## src/rtl/cim_spike_aer_encoder_pkg.sv

```systemverilog
// Shared types and helpers for the CIM spike AER encoder (optional build macro:
// CIM_AER_NULL_EVENT_EN, handled in the top).
package cim_aer_pkg;

  localparam int unsigned NEURONS_DEFAULT  = 16;
  localparam int unsigned TS_WIDTH_DEFAULT = 8;
  localparam int unsigned ADDR_WIDTH       = $clog2(NEURONS_DEFAULT);
  // Helpers operate on a zero-extended vector so any NEURONS up to this fits.
  localparam int unsigned NEURONS_MAX      = 256;

  typedef enum logic {
    IDLE,
    SEND
  } aer_state_e;

  typedef struct packed {
    logic [TS_WIDTH_DEFAULT-1:0] ts;
    logic [NEURONS_DEFAULT-1:0]  vec;
  } aer_entry_t;

  function automatic int unsigned lowest_set_index(input logic [NEURONS_MAX-1:0] v);
    int unsigned idx;
    idx = 0;
    for (int unsigned i = NEURONS_MAX; i > 0; i--) begin
      if (v[i-1]) idx = i - 1;
    end
    return idx;
  endfunction

  function automatic logic onehot_check(input logic [NEURONS_MAX-1:0] v);
    return (v != '0) && ((v & (v - 1'b1)) == '0);
  endfunction

endpackage

```

## src/rtl/cim_spike_aer_encoder_fifo.sv

```systemverilog
// Synchronous FIFO of spike entries; a freshly written head becomes readable one
// cycle after its write. Push and pop may coincide, including when full.
module cim_aer_fifo
  import cim_aer_pkg::*;
#(
  parameter int unsigned DEPTH = 4,
  parameter type         T     = aer_entry_t
) (
  input  logic                   clk,
  input  logic                   rst,
  input  logic                   push,
  input  logic                   pop,
  input  T                       din,
  output T                       dout,
  output logic                   full,
  output logic                   empty,
  output logic [$clog2(DEPTH):0] count
);

  localparam int unsigned PW = $clog2(DEPTH);
  localparam int unsigned CW = PW + 1;

  T              mem_q [DEPTH];
  T              mem_d [DEPTH];
  logic [PW-1:0] wr_ptr_q, wr_ptr_d;
  logic [PW-1:0] rd_ptr_q, rd_ptr_d;
  logic [CW-1:0] count_q, count_d;
  logic          head_new_q, head_new_d;

  always_comb begin
    mem_d      = mem_q;
    wr_ptr_d   = wr_ptr_q;
    rd_ptr_d   = rd_ptr_q;
    count_d    = count_q;
    // Pushed entry lands at the head: hide it from the reader for one cycle.
    head_new_d = push && ((count_q - CW'(pop)) == '0);
    if (push) begin
      mem_d[wr_ptr_q] = din;
      wr_ptr_d        = wr_ptr_q + 1'b1;
    end
    if (pop) begin
      rd_ptr_d = rd_ptr_q + 1'b1;
    end
    case ({push, pop})
      2'b10:   count_d = count_q + 1'b1;
      2'b01:   count_d = count_q - 1'b1;
      default: count_d = count_q;
    endcase
  end

  always_ff @(posedge clk) begin
    if (rst) begin
      wr_ptr_q   <= '0;
      rd_ptr_q   <= '0;
      count_q    <= '0;
      head_new_q <= 1'b0;
    end else begin
      wr_ptr_q   <= wr_ptr_d;
      rd_ptr_q   <= rd_ptr_d;
      count_q    <= count_d;
      head_new_q <= head_new_d;
    end
  end

  always_ff @(posedge clk) begin
    mem_q <= mem_d;
  end

  assign dout  = mem_q[rd_ptr_q];
  assign full  = (count_q == CW'(DEPTH));
  assign empty = (count_q == '0) || head_new_q;
  assign count = count_q;

endmodule

```

## src/rtl/cim_spike_aer_encoder.sv

```systemverilog
// Captures timestep-tagged neuron vectors into a FIFO and serializes set bits as
// AER events. Optional macro CIM_AER_NULL_EVENT_EN: zero vectors emit one EV_NULL marker.
module cim_spike_aer_encoder
  import cim_aer_pkg::*;
#(
  parameter int unsigned NEURONS    = NEURONS_DEFAULT,
  parameter int unsigned FIFO_DEPTH = 4,
  parameter int unsigned TS_WIDTH   = TS_WIDTH_DEFAULT
) (
  input  logic                       CLK,
  input  logic                       RST,
  input  logic                       REQ,
  input  logic [NEURONS-1:0]         NEURON_OUT,
  input  logic                       TS_CLR,
  output logic                       BUSY,
  output logic                       EV_VALID,
  input  logic                       EV_READY,
  output logic [$clog2(NEURONS)-1:0] EV_ADDR,
  output logic [TS_WIDTH-1:0]        EV_TS,
  output logic                       EV_LAST,
  output logic                       OVF,
  input  logic                       OVF_CLR
`ifdef CIM_AER_NULL_EVENT_EN
  ,output logic                      EV_NULL
`endif
);

  localparam int unsigned ADDR_W = $clog2(NEURONS);
  localparam int unsigned CW     = $clog2(FIFO_DEPTH) + 1;

  typedef struct packed {
    logic [TS_WIDTH-1:0] ts;
    logic [NEURONS-1:0]  vec;
  } entry_t;

  aer_state_e           state_q, state_d;
  logic [NEURONS-1:0]   work_q, work_d;
  logic [TS_WIDTH-1:0]  ts_r_q, ts_r_d;
  logic [TS_WIDTH-1:0]  ts_q, ts_d;
  logic                 ovf_q, ovf_d;
  logic                 busy_q, busy_d;

  logic                 push_req, push, pop, drop;
  entry_t               push_entry, head;
  logic                 fifo_full, fifo_empty;
  logic [CW-1:0]        fifo_count, cnt_post;
  logic [NEURONS_MAX-1:0] work_ext;
  logic                 ev_last;

  // Timestep counter and capture of the incoming vector.
  always_comb begin
    ts_d = ts_q;
    if (TS_CLR) begin
      ts_d = REQ ? TS_WIDTH'(1) : '0;
    end else if (REQ) begin
      ts_d = ts_q + 1'b1;
    end
    push_entry.ts  = TS_CLR ? '0 : ts_q;
    push_entry.vec = NEURON_OUT;
`ifdef CIM_AER_NULL_EVENT_EN
    push_req = REQ;
`else
    push_req = REQ && (NEURON_OUT != '0);
`endif
  end

  always_comb begin
    push     = push_req && (!fifo_full || pop);
    drop     = push_req && fifo_full && !pop;
    cnt_post = fifo_count + CW'(push) - CW'(pop);
    busy_d   = (cnt_post >= CW'(FIFO_DEPTH - 1));
    ovf_d    = OVF_CLR ? 1'b0 : ovf_q;
    if (drop) ovf_d = 1'b1;
  end

  always_comb begin
    state_d  = state_q;
    work_d   = work_q;
    ts_r_d   = ts_r_q;
    pop      = 1'b0;
    EV_VALID = 1'b0;
    EV_ADDR  = '0;
    EV_TS    = '0;
    ev_last  = 1'b0;
    work_ext = '0;
    work_ext[NEURONS-1:0] = work_q;
    case (state_q)
      IDLE: begin
        if (!fifo_empty) begin
          pop     = 1'b1;
          work_d  = head.vec;
          ts_r_d  = head.ts;
          state_d = SEND;
        end
      end
      SEND: begin
        EV_VALID = 1'b1;
        EV_ADDR  = ADDR_W'(lowest_set_index(work_ext));
        EV_TS    = ts_r_q;
`ifdef CIM_AER_NULL_EVENT_EN
        ev_last  = onehot_check(work_ext) || (work_q == '0);
`else
        ev_last  = onehot_check(work_ext);
`endif
        if (EV_READY) begin
          work_d = work_q & (work_q - 1'b1);
          // Chain straight into the next vector so back-to-back vectors have no bubble.
          if (ev_last) begin
            if (!fifo_empty) begin
              pop    = 1'b1;
              work_d = head.vec;
              ts_r_d = head.ts;
            end else begin
              state_d = IDLE;
            end
          end
        end
      end
      default: state_d = IDLE;
    endcase
  end

  always_ff @(posedge CLK) begin
    if (RST) begin
      state_q <= IDLE;
      work_q  <= '0;
      ts_r_q  <= '0;
      ts_q    <= '0;
      ovf_q   <= 1'b0;
      busy_q  <= 1'b0;
    end else begin
      state_q <= state_d;
      work_q  <= work_d;
      ts_r_q  <= ts_r_d;
      ts_q    <= ts_d;
      ovf_q   <= ovf_d;
      busy_q  <= busy_d;
    end
  end

  cim_aer_fifo #(
    .DEPTH(FIFO_DEPTH),
    .T    (entry_t)
  ) u_fifo (
    .clk  (CLK),
    .rst  (RST),
    .push (push),
    .pop  (pop),
    .din  (push_entry),
    .dout (head),
    .full (fifo_full),
    .empty(fifo_empty),
    .count(fifo_count)
  );

  assign EV_LAST = ev_last;
  assign BUSY    = busy_q;
  assign OVF     = ovf_q;
`ifdef CIM_AER_NULL_EVENT_EN
  assign EV_NULL = (state_q == SEND) && (work_q == '0);
`endif

endmodule

```

## config.mk

```make
export PLATFORM = sky130hd
export DESIGN_NAME = cim_spike_aer_encoder
export DESIGN_NICKNAME = d
export VERILOG_FILES = /design/src/rtl/cim_spike_aer_encoder_pkg.sv /design/src/rtl/cim_spike_aer_encoder_fifo.sv /design/src/rtl/cim_spike_aer_encoder.sv
export SDC_FILE = /design/constraint.sdc
export NUM_CORES = 1
export LEC_CHECK = 0
export BUFFER_PORTS_ARGS = -buffer_cell sky130_fd_sc_hd__buf_4
export CAP_MARGIN = 20
export CELL_PAD_IN_SITES_DETAIL_PLACEMENT = 1
export CELL_PAD_IN_SITES_GLOBAL_PLACEMENT = 2
export CORE_MARGIN = 3
export CORE_UTILIZATION = 39
export CTS_BUF_LIST = sky130_fd_sc_hd__clkbuf_8 sky130_fd_sc_hd__clkbuf_16
export CTS_CLUSTER_DIAMETER = 80
export CTS_CLUSTER_SIZE = 24
export DETAILED_ROUTE_END_ITERATION = 16
export GPL_TIMING_DRIVEN = 0
export PLACE_DENSITY = 0.81
export SKIP_LAST_GASP = 1
export SLEW_MARGIN = 40
export SYNTH_ARGS = -nofsm -noshare
export SYNTH_HDL_FRONTEND = slang
export SYNTH_SLANG_ARGS = --single-unit
```

## constraint.sdc

```tcl
create_clock -name CLK -period 3.1 [get_ports CLK]
set_input_delay 0.155 -clock CLK [delete_from_list [all_inputs] [get_ports CLK]]
set_output_delay 0.155 -clock CLK [all_outputs]
set_load 0.03 [all_outputs]
```

# After elaboration in Yosys (flattened, before gate mapping)
# Cells that the tools add are included.
# W data, S select, Z words.
[op_classes] add_sub_neg=10 n_lt_le_gt_ge=4 n_eq_ne=6 mux=49 bitwise_logic=5 n_reduce_logical=21
[ops] op="$and A16 B256 Y256" n=1
[ops] op="$logic_not A256 Y1" n=1
[ops] op="$bwmux W96" n=1
[ops] op="$mux W24" n=3
[ops] op="$mux W4" n=17
[ops] op="$mux W16" n=4
[ops] op="$mux W8" n=7
[ops] op="$bmux W24 S2" n=1
[ops] op="$demux W24 S2" n=1
[ops] op="$pmux W16 S2" n=1
[ops] op="$reduce_bool A16 Y1" n=2
[ops] op="$sub A16 B1 Y17 const B" n=1
[ops] op="$and A16 B16 Y16" n=1
[ops] op="$pmux W8 S2" n=1
[ops] op="$sub A16 B1 Y16 const B" n=1
[ops] op="$mux W1" n=10
[ops] op="$add A8 B1 Y8 const B" n=1
[ops] op="$logic_and A1 B1 Y1" n=7
[ops] op="$ge A3 B3 Y1 const B" n=2
[ops] op="$logic_not A3 Y1" n=2
[ops] op="$not A2 Y3" n=2
[ops] op="$pmux W3 S2" n=1
[ops] op="$reduce_bool A2 Y1" n=3
[ops] op="$sub A3 B1 Y3" n=2
[ops] op="16 further kinds" n=22
[totals] reg_bits=139 output_inout_bits=16

# Depth between registers and ports, before layout
[logic_depth] ltp_word=17 depth_mapped=15 mapped_depth_nobuf=13

# Modules after synthesis
# A second synthesis with hierarchy kept.
[unflattened] hier_cells=438 hier_area_um2=6084.6
[modules_own_cells] module="cim_aer_fifo" instances=1 cells_per_inst=176 area_each_um2=3960.0
[modules_own_cells] module="cim_spike_aer_encoder" instances=1 cells_per_inst=262 area_each_um2=2124.5

# Worst setup path before layout
# No wires, ideal clock.
[synth_timing] path_type="register to register" startpoint="register work_q[0]" endpoint="register u_fifo.count_q[2] (netlist: u_fifo.count[2])" t_arrival_ns=3.241 required_time_ns=3.030 setup_slack_ns=-0.211 path_stages_with_launch=14 path_buffers=1 cell_sequence="dfxtp_1 -> or4_4 -> buf_6 -> o41ai_2 -> nand4_1 -> nand4bb_4 -> and2_4 -> clkinv_2 -> ha_1 -> inv_1 -> fa_1 -> xor2_1 -> or3_1 -> a21oi_1"
[synth_between] elab_chain_cells=11 elab_cells_between_ends=14
[synth_lines] item="start, declared" line="cim_spike_aer_encoder.sv:37" source="logic [NEURONS-1:0] work_q, work_d;"
[synth_lines] item="start signal, assigned" line="cim_spike_aer_encoder.sv:133" source="work_q <= work_d;"
[synth_lines] item="$sub A16 B1 Y17" line="cim_spike_aer_encoder_pkg.sv:31" source="return (v != '0) && ((v & (v - 1'b1)) == '0);"
[synth_lines] item="$and A16 B256 Y256" line="cim_spike_aer_encoder_pkg.sv:31"
[synth_lines] item="$logic_not A256 Y1" line="cim_spike_aer_encoder_pkg.sv:31"
[synth_lines] item="$logic_and A1 B1 Y1 *" line="cim_spike_aer_encoder_pkg.sv:31"
[synth_lines] item="$mux W1 *" line="cim_spike_aer_encoder.sv:108" source="if (ev_last) begin"
[synth_lines] item="$mux W1 *" line="cim_spike_aer_encoder.sv:105" source="if (EV_READY) begin"
[synth_lines] item="$pmux W1 S2 *" line="cim_spike_aer_encoder.sv:87" source="case (state_q)"
[synth_lines] item="$logic_or A1 B1 Y1" line="cim_spike_aer_encoder.sv:68" source="push = push_req && (!fifo_full || pop);"
[synth_lines] item="$logic_and A1 B1 Y1" line="cim_spike_aer_encoder.sv:68"
[synth_lines] item="$eq A2 B1 Y1 / $eq A2 B2 Y1 (equally long branches)" line="cim_spike_aer_encoder_fifo.sv:44" source="case ({push, pop})"
[synth_lines] item="$pmux W3 S2 / $reduce_bool A2 Y1 (equally long branches)"
[synth_lines] item="end signal, assigned" line="cim_spike_aer_encoder_fifo.sv:60" source="count_q <= count_d;"
[synth_lines] item="end, declared" line="cim_spike_aer_encoder_fifo.sv:27" source="logic [CW-1:0] count_q, count_d;"
# Mark *: on every way between the ends. The rest lies on a longest branch, timed or not.
# A chain may end at the register's enable or synchronous reset.

# Final worst setup path
[layout_timing] startpoint="register work_q[1]" endpoint="register u_fifo.count_q[2] (netlist: u_fifo.count[2])"
# Same word-level chain as after synthesis.

==> impl_metrics.tcl <==
set metrics [dict create \
    timing.critical_path.slowest_stage_cell "or4_4" \
    async_flop_share 0 \
    slew_violations 0 \
    powerDensity_nw_per_um2 912 \
    grt_pass1_vias 4181 \
    p_switching_w 0.00233 \
    antenna_found_initial 0 \
    synth_cells 451 \
    drc 0 \
    path_max_fanout 7 \
    fp.dieH_um 131 \
    crit_path_end_kind "register" \
    hold_start "OVF_CLR" \
    seq_power_share 0.351 \
    arrival_ps 3540 \
    synth_top_cells_by_area "edfxtp_1 (47%), dfxtp_1 (14%), mux4_2 (8.9%)" \
    finalHoldViolations 0 \
    placed_area_um2 6720 \
    grt_pass1_wl_mm 23.4 \
    start_util 0.400 \
    wl_per_cell_um 19.5 \
    timing.rr.end "u_fifo.count[2]$_SDFFE_PP0P_" \
    drt_iter0_markers 224 \
    antennaDiodeCount 0 \
    area_growth_pct 24.2 \
    ys.flop_type "edfxtp_1" \
    min_delay_worst_endpoint "OVF$_SDFFE_PP0P_" \
    synth_top_area_frac 0.473 \
    vias 3991 \
    clk_latency_ps 410 \
    hpwl_mm 9.76 \
    cts_max_path_buffers 2 \
    cp.required_ps 3430 \
    cts_root_buf "clkbuf_16" \
    intPower_w 0.00457 \
    via_per_inst 5.33 \
    ys_seq_area_frac 0.614 \
    ys_warn_count 0 \
    cts-buffers-inserted 17 \
    status "finished with violations" \
    start_kind "register" \
    grt_use_met2 0.297 \
    rr_worst_depth 13 \
    r2r_start "work_q[1]$_SDFFE_PP0P_" \
    place_congestion 0.816 \
    gr-usage-met3 0.0378 \
    grt_max_degree 25 \
    leakage_nw 2.64 \
    pwr-share-comb 0.378 \
    overflow 0 \
    worst_slack_ps -103 \
    slowest_delay_ps 550 \
    finClkSkew_ps 9.53 \
    pin_count 38 \
    peakVddDrop_uv 429 \
    min_period_ps 3200 \
    synth_most_common_cell "edfxtp_1" \
    clkTransAtPathRegs_ps 60 \
    core_um2 15300 \
    drive_gt1_frac 0.255 \
    grt_usage 0.183 \
    cts.sinks 139 \
    crit_buf_inv 3 \
    post-route-util 0.496 \
    synth.distinct_cells 61 \
    fill_cells 1539 \
    min_path_type "in2reg" \
    grtUsageMet1 0.249 \
    period_share 1.03 \
    ys_ff_latch 139 \
    rsz0062_at_grt "yes" \
    relSlewSlack 0.539 \
    dieArea_um2 17200 \
    holdPathStages 4 \
    synth_edf_count 96 \
    avgSynthCellArea_um2 13.5 \
    routed_wl_mm 14.6 \
    synthTopCellsByCount "edfxtp_1 (96), dfxtp_1 (43), nand2_1 (41), nor2_1 (25), mux4_2 (24)" \
    syn-num-nets 485 \
    postLayoutCellArea_um2 7570 \
    pwr-share-clk 0.271 \
    setup_viol_count_final 3 \
    swShare 0.337 \
    htree_levels 4 \
    dr.pass1.iters 4 \
    worst_pin_slew_ps 691 \
    layout.nets 561 \
    criticalPathCategory "reg2reg" \
    reg2reg_slack_ps -100 \
    rows 45 \
    synth_area_um2 6100 \
    crit_family "simple AND/OR/NAND/NOR gates" \
    max_cap_violations 0 \
    yosysTopAreaCell "edfxtp_1" \
    die_w_um 131 \
    grt-busiest-layer "met2" \
    cp_cell_sequence "or4_4 > buf_8 > o41ai_4 > nand4_1 > nand4bb_4 > and2_4 > clkinv_8 > ha_4 > inv_1 > fa_2 > xor2_1 > or3_1 > a21oi_1" \
    violations "negative setup slack" \
    numPortBuffers 35 \
    ant_nets 0 \
    cts_tree "built" \
    holdWs_ps 44.3 \
    fmax_mhz 312 \
]
[tightest hold or removal path, delay by kind of cell]
kind                   cells  cell delay, ps
AND/OR/NAND/NOR            1              70
AO/OA/AOI/OAI              1              40
buffers and inverters      2             150
[power by group through the flow]
stage	Sequential [W]	Combinational, W	Clock [W]
floorplan	0.00240	0.00179	0
global route	0.00245	0.00290	0.00199
global placement	0.00242	0.00238	0
finish	0.00242	0.00261	0.00187
detailed placement	0.00243	0.00243	0
CTS	0.00242	0.00260	0.00190
[routing by layer]
| layer | part of all wire | wire length, um |
|---|---|---|
| met2 | 0.49 | 7160 |
| met1 | 0.46 | 6780 |
| met5 | 0 | 0 |
| met4 | 0.010 | 149 |
| met3 | 0.035 | 506 |
[cells by family (layout without fill, tap and decap cells)]
| family | count (synthesis) | count (layout) | share of synthesized area |
|---|---|---|---|
| AND/OR/NAND/NOR | 154 | 154 | 0.138 |
| flip-flops | 139 | 139 | 0.614 |
| AO/OA/AOI/OAI | 61 | 61 | 0.0745 |
| buffers and inverters | 45 | 132 | 0.0335 |
| multiplexers | 27 | 27 | 0.0938 |
| adder cells (fa/ha/maj) | 13 | 13 | 0.0287 |
| XOR/XNOR | 12 | 12 | 0.0172 |
[state kept, by name, indices dropped and copies added (netlist names)]
signal             count
work_q                16
OVF                    1
BUSY                   1
ts_q                   8
state_q                1
u_fifo.mem_q          96
u_fifo.wr_ptr_q        2
u_fifo.rd_ptr_q        2
ts_r_q                 8
u_fifo.head_new_q      1
u_fifo.count           3
[cell usage in the layout, fill, tap and decap left out, types with 4 or more instances in the layout]
cell type      netlist  routed
ha_1                10       7
a221o_1             12      12
edfxtp_1            96      96
dlygate4sd3_1        0      16
xnor2_1              5       4
buf_4                0      45
clkbuf_1            22      17
or3_1                4       4
o21ai_0              6       6
and2_1              10      10
mux4_2              24      24
nor2b_1              9       9
a21oi_1             16      16
nand2_1             41      40
xor2_1               7       7
dfxtp_1             43      40
nand2b_1             4       4
nor4_1              14      10
nor3_1              20      20
clkbuf_16            0      17
nand4_1              5       5
and3_4               0       4
inv_1               13      14
clkinv_1             0       5
nor2_1              25      25
[repair_timing]
| item | CTS | global route |
|---|---|---|
| hold buffers | 16 | 0 |
| resized for setup | 12 | 11 |
| endpoints found under the setup margin | 99 | 99 |
| pin swaps | 9 | 4 |
| buffers inserted | 7 | 3 |
| hold endpoints to repair | 64 | 0 |
[metrics by stage]
step	power (W)	worst slack [ps]	cells	TNS [ps]
floorplan	0.00420	-50.7	451	-89.1
global placement	0.00479	-443	697	-42900
detailed placement	0.00486	-413	697	-4720
CTS	0.00692	-144	747	-282
global route	0.00734	-262	749	-652
finish	0.00690	-103	749	-209
[worst max-delay path by stage]
| stage | depth (start not counted) | from | endpoint | slack, ps |
|---|---|---|---|---|
| 6_report | 13 | work_q[1]$_SDFFE_PP0P_ | u_fifo.count[2]$_SDFFE_PP0P_ | -100 |
| 5_1_grt | 13 | work_q[10]$_SDFFE_PP0P_ | BUSY$_SDFF_PP0_ | -260 |
| 4_1_cts | 13 | work_q[1]$_SDFFE_PP0P_ | u_fifo.count[2]$_SDFFE_PP0P_ | -140 |
| 3_5_place_dp | 13 | work_q[0]$_SDFFE_PP0P_ | u_fifo.count[2]$_SDFFE_PP0P_ | -410 |
| 3_3_place_gp | 7 | work_q[0]$_SDFFE_PP0P_ | u_fifo.mem_q[31]$_DFFE_PP_ | -440 |
| 2_1_floorplan | 14 | work_q[6]$_SDFFE_PP0P_ | u_fifo.count[2]$_SDFFE_PP0P_ | -50 |
[layout make-up]
cell class / instances / area (um2) / share of cell area
Sequential cell: 139 / 3750 / 0.495
Multi-Input combinational cell: 267 / 2320 / 0.306
Timing Repair Buffer: 61 / 498 / 0.0658
Clock buffer: 17 / 425 / 0.0562
Tap cell: 211 / 264 / 0.0349
Buffer: 26 / 138 / 0.0182
Clock inverter: 13 / 113 / 0.0149
Inverter: 15 / 68.8 / 0.00909
Power figures use the tool's default switching activity.
